===== src/rtl/if_fetch_unit.sv =====
// Instruction-fetch stage: owns the PC, runs the imem req/ready handshake and feeds IF/ID.
// Load-use stalls park the fetched word in a one-entry hold buffer; late redirects drain the stale fetch.
module if_fetch_unit #(
    parameter logic [31:0] RESET_PC  = 32'h0000_0000,
    parameter logic [31:0] NOP_INSTR = 32'h0000_0013
) (
    input  logic        clk_i,
    input  logic        rst_i,
    input  logic        stall_i,
    input  logic        redirect_i,
    input  logic [31:0] redirect_pc_i,
    output logic        imem_req_o,
    output logic [31:0] imem_addr_o,
    input  logic [31:0] imem_rdata_i,
    input  logic        imem_ready_i,
    output logic [31:0] instruction_if_id_o,
    output logic [31:0] pc_if_id_o,
    output logic        busywait_o,
    output logic        flush_o,
    output logic [1:0]  state_dbg_o
);

    // Handshake: a request is outstanding while imem_req_o=1 and completes on the
    // single cycle imem_ready_i=1; imem_addr_o never changes before that cycle.
    typedef enum logic [1:0] {
        S_BOOT  = 2'd0,
        S_FETCH = 2'd1,
        S_HOLD  = 2'd2,
        S_DROP  = 2'd3
    } state_t;

    state_t      r_state;
    state_t      w_state_nxt;
    logic [31:0] r_pc;
    logic [31:0] w_pc_nxt;
    logic [31:0] r_stale_addr;
    logic [31:0] w_stale_nxt;
    logic [31:0] r_hold;
    logic [31:0] w_hold_nxt;
    logic [31:0] w_redirect_aligned;
    logic [31:0] w_pc_inc;

    assign w_redirect_aligned = {redirect_pc_i[31:2], 2'b00};
    assign w_pc_inc           = r_pc + 32'd4;
    assign state_dbg_o        = r_state;

    always_ff @(posedge clk_i) begin
        if (rst_i) begin
            r_state      <= S_BOOT;
            r_pc         <= RESET_PC;
            r_stale_addr <= RESET_PC;
            r_hold       <= NOP_INSTR;
        end else begin
            r_state      <= w_state_nxt;
            r_pc         <= w_pc_nxt;
            r_stale_addr <= w_stale_nxt;
            r_hold       <= w_hold_nxt;
        end
    end

    always_comb begin
        w_state_nxt = r_state;
        w_pc_nxt    = r_pc;
        w_stale_nxt = r_stale_addr;
        w_hold_nxt  = r_hold;
        case (r_state)
            S_BOOT: begin
                w_state_nxt = S_FETCH;
            end
            S_FETCH: begin
                if (redirect_i) begin
                    w_pc_nxt = w_redirect_aligned;
                    // An unfinished fetch must still be drained at its original address.
                    if (!imem_ready_i) begin
                        w_stale_nxt = r_pc;
                        w_state_nxt = S_DROP;
                    end
                end else if (imem_ready_i && stall_i) begin
                    w_hold_nxt  = imem_rdata_i;
                    w_state_nxt = S_HOLD;
                end else if (imem_ready_i) begin
                    w_pc_nxt = w_pc_inc;
                end
            end
            S_HOLD: begin
                if (redirect_i) begin
                    w_pc_nxt    = w_redirect_aligned;
                    w_state_nxt = S_FETCH;
                end else if (!stall_i) begin
                    w_pc_nxt    = w_pc_inc;
                    w_state_nxt = S_FETCH;
                end
            end
            S_DROP: begin
                if (redirect_i) begin
                    w_pc_nxt = w_redirect_aligned;
                end
                if (imem_ready_i) begin
                    w_state_nxt = S_FETCH;
                end
            end
            default: begin
                w_state_nxt = S_BOOT;
            end
        endcase
    end

    always_comb begin
        imem_req_o          = 1'b0;
        imem_addr_o         = r_pc;
        instruction_if_id_o = NOP_INSTR;
        pc_if_id_o          = r_pc;
        busywait_o          = 1'b1;
        flush_o             = redirect_i;
        case (r_state)
            S_BOOT: begin
                pc_if_id_o = 32'd0;
                flush_o    = 1'b0;
            end
            S_FETCH: begin
                imem_req_o          = 1'b1;
                instruction_if_id_o = imem_rdata_i;
                busywait_o          = ~imem_ready_i;
            end
            S_HOLD: begin
                instruction_if_id_o = r_hold;
                busywait_o          = 1'b0;
            end
            S_DROP: begin
                imem_req_o  = 1'b1;
                imem_addr_o = r_stale_addr;
            end
            default: begin
                flush_o = 1'b0;
            end
        endcase
    end

endmodule


===== config.mk =====
export PLATFORM = sky130hd
export DESIGN_NAME = if_fetch_unit
export DESIGN_NICKNAME = d
export VERILOG_FILES = /design/src/rtl/if_fetch_unit.sv
export SDC_FILE = /design/constraint.sdc
export NUM_CORES = 1
export LEC_CHECK = 0
export ABC_AREA = 1
export CAP_MARGIN = 10
export CORE_ASPECT_RATIO = 0.5
export CORE_MARGIN = 2
export CORE_UTILIZATION = 40
export CTS_CLUSTER_DIAMETER = 120
export DETAILED_ROUTE_END_ITERATION = 8
export PLACE_DENSITY = 0.72
export RECOVER_POWER = 25
export SETUP_SLACK_MARGIN = 0.02
export SYNTH_ARGS = -nofsm -noshare
export SYNTH_HDL_FRONTEND = slang
export SYNTH_SLANG_ARGS = --single-unit

===== constraint.sdc =====
create_clock -name clk_i -period 2.41 [get_ports clk_i]
set_input_delay 0.241 -clock clk_i [delete_from_list [all_inputs] [get_ports clk_i]]
set_output_delay 0.241 -clock clk_i [all_outputs]
set_load 0.01 [all_outputs]

; ---- Word level (Yosys, flattened, before mapping)
; Cells that the tools add are included.
[totals]
register_bits = 98
wordCells = 45
output_inout_bits = 101
inputBits = 69
[classes]
add_sub_neg = 1
n_bitwise = 2
n_mux = 20
n_reduce_logical = 8
n_eq_ne = 10
[op_table]
columns = cell, n
row1 = $mux 32, 8
row2 = $pmux 32 s3, 1
row3 = $pmux 32 s2, 1
row4 = $add 32x3->32 const B, 1
row5 = $ne 3x3->1 const B, 5
row6 = $mux 2, 6
row7 = $pmux 2 s4, 1
row8 = $reduce_and 3->1, 2
row9 = $reduce_and 5->1, 1
row10 = $eq 2x2->1 const B, 2
row11 = $ne 2x2->1 const B, 2
row12 = $reduce_and 4->1, 1
row13 = $reduce_bool 3->1, 1
row14 = $eq 2x1->1 const B, 1
row15 = $logic_not 2->1, 1
row16 = $mux 1, 2
row17 = $not 1->1, 2
row18 = $pmux 1 s2, 1
row19 = $reduce_or 2->1, 1
row20 = $logic_and 1x1->1, 1

; ---- Depth between registers and ports, before layout
; Gate-level depths: netlist (run 1).
[depth]
ltp_word = 5
depth_mapped = 11
ltp_nobuf = 10

; ---- Least setup slack after synthesis (run 1)
; OpenSTA, ideal clock, no wires.
[synth_timing]
kind = flip-flop to flip-flop
start = reg r_state[0], in the netlist state_dbg_o[0]
end = reg r_pc[19]
setup_slack_ps = 730
path_stages_with_launch = 12
path_buffers = 2
t_arrival_ps = 1610
path_cell_list = dfxtp_1 > inv_1 > ha_1 > clkbuf_1 > nand3_1 > nand2_1 > nor2_2 > nand2_4 > inv_2 > buf_4 > o21ai_1 > a21oi_1
[synth_via]
elab_chain_cells = 3
elab_cells_between_ends = 10
[synth_lines]
columns = item, line_no
row1 = "start, declared", 32  ; state_t r_state;
row2 = "start signal, assigned", 54  ; r_state <= w_state_nxt;
row3 = $eq 2x1->1 or $eq 2x2->1 (tied branches), 66  ; case (r_state)
row4 = "$ne 3x3->1 (no source line), or another cell as far along", n/a
row5 = $reduce_and 5->1 (no source line), n/a
row6 = "end signal, assigned", 55  ; r_pc <= w_pc_nxt;
row7 = "end, declared", 34  ; logic [31:0] r_pc;
; Parallel ways exist; a longest one is shown, timed or not.
; A chain may end at the register's enable or synchronous reset.

; ---- Worst setup path in the final report (run 1)
[layout_timing]
start = reg r_state[0], in the netlist state_dbg_o[0]
end = out busywait_o
[layout_via]
elab_chain_cells = 2
elab_cells_between_ends = 3
[layout_lines]
columns = item, line_no
row1 = $eq 2x2->1 or $eq 2x1->1 (tied branches), 115  ; case (r_state)
row2 = $pmux 1 s2 (*), 115
row3 = "end, declared", 18  ; output logic busywait_o,
; Mark *: on every way between the ends. The rest lies on a longest branch, timed or not.

==> results of run 1 <==
-- final timing paths --
kind	from	endpoint	slack [ns]	cells after the start
max	state_dbg_o[0]	busywait_o	0.11	5
min	r_hold[0]	r_hold[0]	0.48	2
max reg2reg	state_dbg_o[1]	r_pc[5]	0.23	9
min reg2reg	r_hold[0]	r_hold[0]	0.48	2
-- through the flow --
stage               cell area [um^2]  std cells
finish                          7417       1175
global route                    7417       1175
CTS                             7428       1175
detailed placement              7107       1159
global placement                7107       1159
floorplan                       5335        869
-- flip-flops by register name, indices dropped and copies added (netlist names) --
register      flops
r_pc             30
r_hold           32
r_stale_addr     30
state_dbg_o       2
-- cell usage in the layout (no fill, tap or decap), drive strengths merged --
master,n
a211oi,1
a21oi,107
a221o,3
buf,13
bufinv,2
clkbuf,12
clkdlybuf4s50,149
clkinv,1
clkinvlp,2
conb,4
dfxtp,94
dlygate4sd2,6
dlygate4sd3,2
dlymetal6s2s,6
ha,5
inv,52
mux2i,2
nand2,223
nand3,28
nand3b,1
nand4,3
nor2,161
nor3,1
o2111ai,1
o211ai,1
o21ai,116
xor2,9
-- kinds of logic (layout without fill, tap and decap cells) --
| logic type | count (synthesis) | count (layout) | share of synthesized area (%) |
|---|---|---|---|
| AO/OA/AOI/OAI | 229 | 229 | 22.07 |
| multiplexers | 2 | 2 | 0.3760 |
| AND/OR/NAND/NOR | 417 | 417 | 30.81 |
| other | 1 | 4 | 0.07044 |
| XOR/XNOR | 9 | 9 | 1.481 |
| adder cells (fa/ha/maj) | 5 | 5 | 1.175 |
| buffers and inverters | 109 | 245 | 8.672 |
| flip-flops | 94 | 94 | 35.35 |
-- repair_timing --
item | 4_1_cts | 5_1_grt
hold buffers | 0 | 0
pin swaps | 0 | 0
endpoints found under the setup margin | 21 | 27
resized for setup | 9 | 8
-- area by class of cell --
class / count / area (um^2)
flip-flops and latches: 94 / 1884
clock buffers: 10 / 229.0
fillers: 1279 / 5428
inverters: 51 / 191.4
repair buffers: 178 / 1813
multi-input cells: 666 / 2992
clock inverters: 6 / 95.09
well taps: 170 / 212.7
-- where the power goes --
part           total, uW  switching, uW  internal (uW)
registers           1950            196           1750
clock network       1550            628            919
logic               2270           1250           1020
-- tightest hold or removal path, stage by stage, from the launching register on --
cell	delay (ns)
dfxtp_1	0.33
nand2_1	0.05
nand3_1	0.07
-- metal layers --
metal,share of wire (%),GRT usage [%]
met1,47,29.68
met4,1.1,5.217
met5,0,0
met3,6.1,5.076
met2,46,37.04
==> impl_metrics.ini, run 1 <==
[routing]
ant_nets = 0
drt_pre_antenna_iters = 7
wl_per_cell_um = 13.65
vias = 6002
drc_errors = 7
vias_per_cell = 5.108
totalWireLength_um = 16040
first_iter_violations = 416

[synth]
synth-seq-cells = 94
ys.warnings.count = 0
yosysTopAreaCellShare_pct = 35.35
syn_area_mm2 = 0.005324
synth_cell_types = 28
synth_edf_count = 0
yosys-top-cells-count = 222 x nand2_1, 155 x nor2_1, 107 x a21oi_1
avgSynthCellArea_um2 = 6.148
yosysSeqAreaShare_pct = 35.35
synth-async-reset-ratio_pct = 0
yosysMostFrequentCell = nand2_1
postSynthCellCount = 866
yosys.area.top_type = dfxtp_1
synth_ff_type = dfxtp_1
ys_top_cells_by_area = dfxtp_1 35%, nand2_1 16%, nor2_1 11%, a21oi_1 10%, o21ai_0 9.5%

[timing]
fin_crit_sh_pct = 95.40
fmax_mhz = 435.0
finalMaxSlewViolations = 0
setup_tns_ns = 0
setup_violations = 0
hold_viol = 0
min_period_ns = 2.299
worst_pin_slew_ns = 0.9839
slew_headroom_pct = 34.40
rsz0062_at_grt = false
hold_ws_ns = 0.4783
fin_skew_ns = 0.009518
setup_slack_ns = 0.1110

[layout]
fin_util_pct = 57.74
final_nets = 1074
area_growth_pct = 39.32
antenna-diode-count = 0
drive_gt1_share_pct = 4.776

[clock_tree]
cts-root-buf = clkbuf_16
worstSkewPairLatency_ns = 0.34
cts_sinks = 94
clockBufferDepth = 2
postCtsSetupRepairBufs = 0
cts_buffers = 9
h-tree-depth = 3
clk_pin_slew_ns = 0.07
cts_tree = built

[critical_path]
worst_setup_path_end_kind = primary output
cp_slowest_cell = clkdlybuf4s50_1
crit_buf_inv = 3
cp.required_ns = 2.17
slowest_delay_ns = 0.60
start_kind = flip-flop
arrival_ns = 2.06
path_class = flip-flop to primary output
critPathMaxFanout = 33
cp_top_family = buffers and inverters
worstPathCellList = inv_1 -> ha_1 -> buf_12 -> o21ai_1 -> clkdlybuf4s50_1

[power_and_ir_drop]
p_leak_uw = 0.002854
ir_drop_mv = 0.3324
finalPower_uw = 5764
power_density_mw_per_mm2 = 777.1

[global_route]
grt_pass1_wl_um = 26100
grtUsageTotal_pct = 22.22
grt_pass1_vias = 5453
grt_max_degree = 84
grt.overflow.total = 0
antenna_found_initial = 0

[die]
coreArea_mm2 = 0.01284
die_h_um = 85.58
fp.dieArea_mm2 = 0.01430
die_w_um = 167.2
io_pins = 170
row_count = 29
start_util_pct = 41.45

[place]
port_buffers = 163
post-place-ws_ns = 0.2863
gp_congestion = 0.8936
dp_hpwl_um = 11460

[outcome]
violations = DRC
outcome = finished with violations

[min_path]
min_path_type = flip-flop to flip-flop

[flow_run]
cap_violations = 0
(Power assumes the default switching activity.)
==> run 2: changes to the inputs <==
Settings changed: CTS_CLUSTER_SIZE set to 25, RECOVER_POWER 25 to unset.
==> run 2 against run 1 <==
  * The flow still finishes with violations (DRC)
  * Critical path depth unchanged
  * Via count hardly changed
  * Count of clock-buffer cells in the layout is the same
  * Cell count unchanged
  * Total power up 0.39%
  * Worst hold slack barely moved
  * Setup slack lost 0.0077 ns
  * Global-route usage unchanged
  * Critical endpoint unchanged
==> impl_metrics.ini, run 2 (synthesis results as in run 1) <==
[outcome]
outcome = finished with violations
violations = DRC

[power_and_ir_drop]
power_switching_uw = 2088
p_int_uw = 3699
share_comb_of_total_power_pct = 39.5
seq_power_share_pct = 33.6
p_clk_share_pct = 26.8
ir_drop_mv = 0.3345
sw_frac_of_total_pct = 36.08
power_density_mw_per_mm2 = 777.0
p_leak_uw = 0.002856

[layout]
area_growth_pct = 39.88
n_fill_cell = 1276
layout_commonest_cell = nand2_1
regMostFlops = r_hold
final_cell_count_no_fill = 1175
antenna-diode-count = 0
final-seq-area_mm2 = 0.001884
final_nets = 1074
largest_reg_flops = 32
multi_input_area_mm2 = 0.003004
drive_gt1_share_pct = 5.075
final_cell_mix = 222 x nand2_1, 154 x nor2_1, 151 x clkdlybuf4s50_1
reg.largest.list = r_hold (32), r_pc (30), r_stale_addr (30)

[routing]
wl_per_cell_um = 13.67
drt_pre_antenna_iters = 9
totalWireLength_um = 16060
ant_nets = 0
vias_per_cell = 5.107
vias = 6001
drc_errors = 7
first_iter_violations = 426

[critical_path]
worst_setup_path_end_kind = primary output
arrival_ns = 2.07
critPathMaxFanout = 33
cp.required_ns = 2.17
path_class = flip-flop to primary output
start_kind = flip-flop

[clock_tree]
cts_hold_buf = 0
cts-root-buf = clkbuf_16
h-tree-depth = 3
clockBufferDepth = 2
cts_tree = built
cts_buffers = 9
cts_sinks = 94
worstSkewPairLatency_ns = 0.34
clk_pin_slew_ns = 0.07

[global_route]
grtUsageTotal_pct = 22.22
grt.overflow.total = 0
grt_pass1_vias = 5453
grt_max_degree = 84
grt_pass1_wl_um = 26100
antenna_found_initial = 0

[die]
start_util_pct = 41.45
die_h_um = 85.58
row_count = 29
coreArea_mm2 = 0.01284
die_w_um = 167.2
fp.dieArea_mm2 = 0.01430
io_pins = 170

[timing]
hold_ws_ns = 0.4783
rsz0062_at_grt = false
setup_tns_ns = 0
finalMaxSlewViolations = 0
min_period_ns = 2.307
fin_crit_sh_pct = 95.72
setup_violations = 0
setup_slack_ns = 0.1032
fin_skew_ns = 0.01096
hold_viol = 0
fmax_mhz = 433.5

[place]
post-place-ws_ns = 0.2863
gp_congestion = 0.8936
dp_hpwl_um = 11460
post-place-cells = 1159
port_buffers = 163

[min_path]
min_path_type = flip-flop to flip-flop

[flow_run]
cap_violations = 0
## run 2: final timing paths
path | start | end | slack (ns) | cells past startpoint
min | r_hold[0] | r_hold[0] | 0.48 | 2
max | state_dbg_o[0] | busywait_o | 0.10 | 5
max reg2reg | state_dbg_o[0] | r_pc[5] | 0.40 | 10
min reg2reg | r_hold[0] | r_hold[0] | 0.48 | 2
## run 2: per-stage QoR
stage / utilization (%) / power (uW) / area (um^2)
5_1_grt: 57.98 / 6126 / 7447
6_report: 57.98 / 5787 / 7447
4_1_cts: 57.83 / 5832 / 7428
2_1_floorplan: - / 3186 / 5335
3_3_place_gp: 55.33 / 4233 / 7107
3_5_place_dp: 55.33 / 4263 / 7107
## run 2: power by group through the flow
stage	combinational (uW)	sequential (uW)	clock, uW
after CTS	2310	1940	1580
after floorplan	1260	1930	0
after detailed placement	2290	1970	0
final	2290	1950	1550
after global routing	2510	1980	1640
after global placement	2270	1970	0
## run 2: per-layer routing
metal / up-vias / wire [um] / GRT usage, %
li1: 3056 / - / -
met1: 2758 / 7447 / 29.68
met2: 171 / 7464 / 37.04
met3: 16 / 976 / 5.076
met4: 0 / 176 / 5.217
met5: - / 0 / 0
## run 2: worst max-delay path, cell delays in order (launching register included)
cell,delay [ns]
dfxtp_2,0.37
inv_1,0.07
ha_1,0.24
buf_12,0.18
o21ai_1,0.27
clkdlybuf4s50_1,0.60
## run 2: area by class of cell
| class | count | area share (%) |
|---|---|---|
| clock buffer | 10 | 3.075 |
| clock inverter | 6 | 1.277 |
| inverter | 51 | 2.571 |
| multi-input combinational | 666 | 40.34 |
| sequential | 94 | 25.30 |
| tap | 170 | 2.856 |
| timing repair buffer | 178 | 24.58 |
## run 2: repair_timing
action	CTS	global route
setup buffers	0	0
gates resized for setup	9	8
endpoints found under the setup margin	21	27
gates cloned	0	0
==> run 3: changes to the inputs <==
Settings changed: CORE_MARGIN 2 to unset.
==> run 3 against run 2 <==
  * The run now ends clean
  * Clock skew fell by 0.0040 ns
  * Sequential cell count stayed put
  * Cell count rose by 0.43%
  * Routed wire length increased by 0.74%
  * Largest power group unchanged
==> impl_metrics.ini, run 3 (synthesis results as in run 1) <==
[outcome]
outcome = completed

[min_path]
min_from = r_hold[1]
holdPathStages = 2
min_path_type = flip-flop to flip-flop
min_to = r_hold[1]

[routing]
vias = 6018
ant_nets = 0
drc_errors = 0
drt_pre_antenna_iters = 5
vias_per_cell = 5.100
wl_per_cell_um = 13.71
totalWireLength_um = 16180
first_iter_violations = 361

[power_and_ir_drop]
ir_drop_mv = 0.3760
seq_power_share_pct = 33.3
power_switching_uw = 2103
share_comb_of_total_power_pct = 40.1
p_leak_uw = 0.003083
power_density_mw_per_mm2 = 777.0
p_int_uw = 3751
p_clk_share_pct = 26.6
sw_frac_of_total_pct = 35.92

[layout]
final_cell_mix = 222 x nand2_1, 154 x nor2_1, 132 x clkdlybuf4s50_1
n_fill_cell = 1265
area_growth_pct = 41.50
multi_input_area_mm2 = 0.003007
antenna-diode-count = 0
final_nets = 1080
largest_reg_flops = 32
layout_commonest_cell = nand2_1
final-seq-area_mm2 = 0.001887
regMostFlops = r_hold
drive_gt1_share_pct = 5.842
final_cell_count_no_fill = 1180
reg.largest.list = r_hold (32), r_pc (30), r_stale_addr (30)

[die]
die_h_um = 83.58
die_w_um = 165.2
row_count = 29
start_util_pct = 41.56
fp.dieArea_mm2 = 0.01380
coreArea_mm2 = 0.01281
io_pins = 170

[timing]
hold_ws_ns = 0.4803
setup_slack_ns = 0.09642
min_period_ns = 2.314
slew_headroom_pct = 50.44
fin_skew_ns = 0.006990
fin_crit_sh_pct = 96.00
fmax_mhz = 432.2
setup_violations = 0
worst_pin_slew_ns = 0.7426
hold_viol = 0
rsz0062_at_grt = false
setup_tns_ns = 0
finalMaxSlewViolations = 0

[clock_tree]
cts-root-buf = clkbuf_16
cts_hold_buf = 0
cts_tree = built
cts_sinks = 94
clk_pin_slew_ns = 0.07
clockBufferDepth = 2
cts_buffers = 9
h-tree-depth = 3
worstSkewPairLatency_ns = 0.34

[global_route]
grt_max_degree = 62
antenna_found_initial = 0
use_met2_pct = 39.67
grtUsageTotal_pct = 23.56
grt_pass1_vias = 5469
grt_pass1_wl_um = 26150
grt_use_met3_pct = 5.514
grt_util_met1_pct = 29.96
grt.overflow.total = 0
gr-max-usage-layer = met2

[critical_path]
ff2ff_path_depth = 10
slowest_delay_ns = 0.50
r2r-start = state_dbg_o[1]
r2r_slack_ns = 0.48
worstPathCellList = inv_1 -> ha_2 -> clkinvlp_4 -> a221o_1 -> clkdlybuf4s50_1
cp_slowest_cell = clkdlybuf4s50_1
critPathMaxFanout = 5
cp.required_ns = 2.17
arrival_ns = 2.07
worst_setup_path_end_kind = primary output
start_kind = flip-flop
r2r_end = r_hold[15]
path_class = flip-flop to primary output

[place]
dp_hpwl_um = 11630
post-place-cells = 1162
port_buffers = 163
post-place-ws_ns = 0.2700
gp_congestion = 0.9711

[flow_run]
cap_violations = 0
==> run 3: worst max-delay path by stage <==
stage	start	to	slack, ns	depth (start not counted)
after global placement	state_dbg_o[0]	instruction_if_id_o[10]	0.30	6
final	state_dbg_o[1]	instruction_if_id_o[4]	0.1	5
after global routing	state_dbg_o[1]	instruction_if_id_o[4]	0.04	5
after CTS	state_dbg_o[0]	instruction_if_id_o[28]	0.01	6
after detailed placement	state_dbg_o[0]	instruction_if_id_o[6]	0.27	6
after floorplan	state_dbg_o[0]	r_pc[19]	0.73	11
==> run 3: metal layers <==
metal  part of all wire, %  vias up
li1                      -     3065
met1                    45     2750
met2                    46      178
met3                   6.4       25
met4                   1.9        0
met5                     0        -
==> run 3: through the flow <==
stage          utilization [%]  cell area (um^2)  total power [uW]
6_report                 58.82              7533              5854
5_1_grt                  58.82              7533              6193
4_1_cts                  58.33              7471              5868
3_5_place_dp             55.86              7154              4305
3_3_place_gp             55.86              7154              4277
2_1_floorplan                -              5335              3186
==> run 3: what timing repair did <==
action	in CTS	in global routing
buffers inserted	1	2
setup endpoints to repair	46	36
resized for setup	18	20
==> run 3: critical path: cells and delay by family (launching register included) <==
kind            cells  cell delay (ns)
compound gates      1             0.29
flops               1             0.36
buf+inv             3             0.72
fa+ha+maj           1             0.35
==> run 3: layout make-up <==
cell class                      instances  area share (%)
Tap cell                              170           2.823
Multi-Input combinational cell        666           39.91
Timing Repair Buffer                  184           25.36
Clock buffer                            9           2.990
Clock inverter                          6           1.279
Inverter                               51           2.591
Sequential cell                        94           25.05
==> run 3: power by group through the flow <==
stage          Clock (uW)  Sequential [uW]  Combinational [uW]
3_5_place_dp            0             1980                2330
6_report             1560             1950                2350
2_1_floorplan           0             1930                1260
4_1_cts              1580             1940                2340
5_1_grt              1640             1980                2580
3_3_place_gp            0             1970                2310
